## config.mk

```make
export PLATFORM = sky130hd
export DESIGN_NAME = my_fifo_bulk_reader
export DESIGN_NICKNAME = d
export VERILOG_FILES = /design/src/rtl/my_fifo_bulk_reader.sv
export SDC_FILE = /design/constraint.sdc
export NUM_CORES = 1
export LEC_CHECK = 0
export ABC_AREA = 1
export BUFFER_PORTS_ARGS = -buffer_cell sky130_fd_sc_hd__buf_4
export CELL_PAD_IN_SITES_DETAIL_PLACEMENT = 1
export CELL_PAD_IN_SITES_GLOBAL_PLACEMENT = 1
export CORE_ASPECT_RATIO = 1.75
export CORE_MARGIN = 10
export CORE_UTILIZATION = 40
export CTS_CLUSTER_DIAMETER = 50
export DETAILED_ROUTE_END_ITERATION = 10
export PLACE_DENSITY = 0.84
export SKIP_LAST_GASP = 1
export SYNTH_ARGS = -nofsm -noshare
export SYNTH_HDL_FRONTEND = slang
export SYNTH_SLANG_ARGS = --single-unit
```

## constraint.sdc

```tcl
create_clock -name clk -period 5.4 [get_ports clk]
set_input_delay 1.08 -clock clk [delete_from_list [all_inputs] [get_ports clk]]
set_output_delay 1.08 -clock clk [all_outputs]
set_load 0.01 [all_outputs]
```

## src/rtl/my_fifo_bulk_reader.sv

```systemverilog
// my_fifo_bulk_reader: bulk FIFO-to-stream reader with 2-entry skid buffer; define MY_FIFO_BULK_READER_TLAST_EN for m_tlast
module my_fifo_bulk_reader #(
  parameter int DATA_WIDTH   = 32,
  parameter int BULK_OF_DATA = 8
) (
  input  logic                  clk,
  input  logic                  rst,
  input  logic                  fifo_r_ready,
  output logic                  fifo_r_enable,
  input  logic [DATA_WIDTH-1:0] fifo_rdata,
  input  logic                  fifo_error_empty,
  output logic [DATA_WIDTH-1:0] m_tdata,
  output logic                  m_tvalid,
  input  logic                  m_tready,
  output logic                  m_tlast,
  output logic [15:0]           bulk_count,
  output logic                  err_underrun
);
  localparam int CW = $clog2(BULK_OF_DATA) + 1;
  localparam logic [CW-1:0] BULK = CW'(BULK_OF_DATA);
  localparam logic [CW-1:0] LAST = CW'(BULK_OF_DATA - 1);
  typedef enum logic [1:0] {IDLE, READ, DRAIN} state_t;
  state_t state;
  logic [CW-1:0] issued, sent;
  logic [1:0] occ, occ_n;
  logic rd_pend, xfer;
  logic [DATA_WIDTH-1:0] b1;
  assign m_tvalid = occ != 2'd0;
  assign xfer = m_tvalid && m_tready;
  // occupancy after this cycle's capture and transfer, which also bounds buffer plus in-flight reads
  assign occ_n = occ + {1'b0, rd_pend} - {1'b0, xfer};
  assign fifo_r_enable = state == READ && issued < BULK && occ_n < 2'd2;
`ifdef MY_FIFO_BULK_READER_TLAST_EN
  assign m_tlast = m_tvalid && sent == LAST;
`else
  assign m_tlast = 1'b0;
`endif
  always_ff @(posedge clk or posedge rst)
    if (rst) begin
      state        <= IDLE;
      issued       <= '0;
      sent         <= '0;
      occ          <= '0;
      rd_pend      <= 1'b0;
      m_tdata      <= '0;
      b1           <= '0;
      bulk_count   <= '0;
      err_underrun <= 1'b0;
    end else begin
      rd_pend <= fifo_r_enable;
      occ     <= occ_n;
      if (rd_pend && (occ == 2'd0 || (occ == 2'd1 && xfer))) m_tdata <= fifo_rdata;
      else if (xfer && occ == 2'd2) m_tdata <= b1;
      if (rd_pend && occ_n == 2'd2) b1 <= fifo_rdata;
      if (rd_pend && fifo_error_empty) err_underrun <= 1'b1;
      if (fifo_r_enable) issued <= issued + CW'(1);
      if (xfer) sent <= sent + CW'(1);
      if (state == IDLE && fifo_r_ready) begin
        state  <= READ;
        issued <= '0;
        sent   <= '0;
      end else if (state == READ && fifo_r_enable && issued == LAST) state <= DRAIN;
      else if (state == DRAIN && xfer && sent == LAST) begin
        state      <= IDLE;
        bulk_count <= bulk_count + 16'd1;
      end
    end
endmodule
```

==> flow_summary.ini <==
[run_status]
run_status = finished, final reports clean

[floorplan]
io_pins = 89
start_util_pct = 40.4
core_um2 = 10600
dieArea_um2 = 15500
die_w_um = 98.4
rows = 50
die_y_um = 157

[finish]
area_growth_syn_to_layout_pct = 24.4
drive_gt1_share_pct = 20.1
fillers = 1314
diodes = 0
fin_nets = 650

[clocking]
cts_sinks = 94
clock_latency_ps = 340
root_buffer = clkbuf_16
postCtsSetupRepairBufs = 0
ctsHtreeMaxLevel = 3
ctsResizeCount = 0
cts_buffers = 9
holdBufCountCts = 0
clk_pin_slew_ps = 70
tritoncts = built
cts_max_path_buffers = 2

[worst_hold_path]
hold_path.class = flip-flop to flip-flop

[sta]
rsz0062_at_grt = no
fmax_mhz = 262
fin_crit_ps = 3820
slew_violations = 0
tns_ps = 0
relSlewSlack_pct = 53.3
tightest_slew_ps = 696
hold_violations = 0
min_period_over_period_pct = 70.7
finalSetupViolCount = 0
clock-skew-final_ps = 7.89

[route]
routed_wl_um = 12200
drc = 0
vias = 3810
firstDrtPassIters = 4
viasPerCell = 5.13
avgRoutedWirePerCell_um = 16.4
drtIter0Drc = 121
ant_nets = 0

[pwr]
vdd_drop_max_mv = 0.300
p_leak_nw = 2.84
p_total_mw = 2.73
powerDensity_nw_per_um2 = 510

[synthesis]
synth_ff_type = dfrtp_1
avgSynthCellArea_um2 = 8.16
synth-edff-count = 0
syn_nets = 569
synth_async_sr_flop_share_pct = 100
yosys_warnings = 0
syn_area_um2 = 4300
synth.top_cell.area_share_pct = 54.7
synth-seq-cells = 94
synth.area.top_cells = dfrtp_1, nand2_1, nand3_1
syn_inst = 527
synth.distinct_cells = 27
yosysMostFrequentCell = nand2_1
seq_area_frac_synth_pct = 54.7
post-synth-top-area-cell = dfrtp_1
yosys-top-cells-count = nand2_1, dfrtp_1, nand3_1

[setup_path]
critPathMaxFanout = 7
worstPathArrival_ps = 2740
endpoint_kind = output pin
path_class = primary input to output pin
worstSetupStartpointType = primary input
critPathRequiredTime_ps = 4320

[job]
cap_violations = 0

[global_routing]
grt_util_all_layers_pct = 16.0
antenna_found_initial = 0
grt_max_degree = 57
grt_first_pass_wirelength_um = 20300
overflow = 0
grt_pass1_vias = 4167

[place]
finalWeightedCongestion = 0.771
place_hpwl_um = 8770
io_buffers = 87
==> flip-flops by register name, summed over array words and instances, names as in the netlist <==
| register | count |
|---|---|
| bulk_count | 16 |
| sent | 4 |
| err_underrun | 1 |
| state | 2 |
| occ | 2 |
| m_tdata | 32 |
| b1 | 32 |
| rd_pend | 1 |
| issued | 4 |
==> final timing paths <==
path	startpoint	end	slack (ps)	depth (start not counted)
worst max-delay path	m_tready	fifo_r_enable	1580	14
worst min-delay path	err_underrun	err_underrun	470	1
worst max register to register	occ[1]	b1[18]	2290	16
worst min register to register	err_underrun	err_underrun	470	1
max in group asynchronous	rst	b1[29]	3550	3
min in group asynchronous	rst	m_tdata[10]	850	2
==> per-stage QoR <==
step	utilization, %	hold slack, ps	area [µm²]	worst slack [ps]	instances
after floorplan	-	442	4300	1870	527
after global placement	47.3	439	5030	1780	727
after detailed placement	47.3	453	5030	1640	727
after CTS	50.3	469	5350	1560	743
after global routing	50.3	490	5350	1420	743
final	50.3	467	5350	1580	743
==> per-layer routing <==
metal / global-route usage, % / share of wire, % / vias to the layer above
met5: 0 / 0 / -
met4: 6.58 / 2.3 / 0
li1: - / - / 1814
met3: 3.03 / 3.5 / 18
met1: 17.1 / 37 / 1900
met2: 29.8 / 57 / 78
==> where the power goes <==
part	internal [mW]	switching (mW)	total (mW)
Sequential	0.950	0.162	1.11
Combinational	0.349	0.583	0.932
Clock	0.417	0.270	0.687
Total	1.72	1.01	2.73
==> cell type report <==
| type | count | area, µm² | area share, % |
|---|---|---|---|
| timing repair buffer | 92 | 691 | 12.9 |
| sequential | 94 | 2350 | 43.9 |
| tap | 130 | 163 | 3.04 |
| clock inverter | 6 | 85.1 | 1.59 |
| multi-input combinational | 386 | 1730 | 32.3 |
| clock buffer | 10 | 239 | 4.46 |
| inverter | 25 | 96.3 | 1.80 |
==> worst max-delay path, cell delays in order <==
cell	delay, ps
buf_4	130
nand2_1	100
inv_1	110
ha_1	290
inv_1	40
ha_1	180
inv_1	50
nand2_1	50
nand2_1	70
nand2_1	70
nand2_2	140
nand2_1	140
inv_1	150
buf_4	130
==> cells in the final DEF (no fill, tap or decap), types with 2 or more instances in the layout <==
| cell | n |
|---|---|
| a21oi_1 | 2 |
| buf_4 | 92 |
| bufinv_16 | 2 |
| clkbuf_16 | 9 |
| clkinv_2 | 2 |
| clkinvlp_4 | 2 |
| dfrtp_1 | 94 |
| ha_1 | 5 |
| inv_1 | 20 |
| inv_2 | 4 |
| nand2_1 | 243 |
| nand2_2 | 3 |
| nand3_1 | 76 |
| nand3b_1 | 10 |
| nand4_1 | 3 |
| nor2_1 | 20 |
| nor2_2 | 4 |
| nor3_1 | 2 |
| o21ai_0 | 5 |
| xnor2_1 | 3 |
| xor2_1 | 3 |
==> logic make-up after synthesis <==
kind of cell / count (synthesis) / share of synthesized area (%)
other cells: 1 / 0.0872
flops: 94 / 54.7
fa+ha+maj: 5 / 1.45
buf+inv: 47 / 5.18
xor+xnor: 7 / 1.60
simple gates: 363 / 35.7
compound gates: 10 / 1.28
Note: power is estimated with default switching activity, not from simulation.
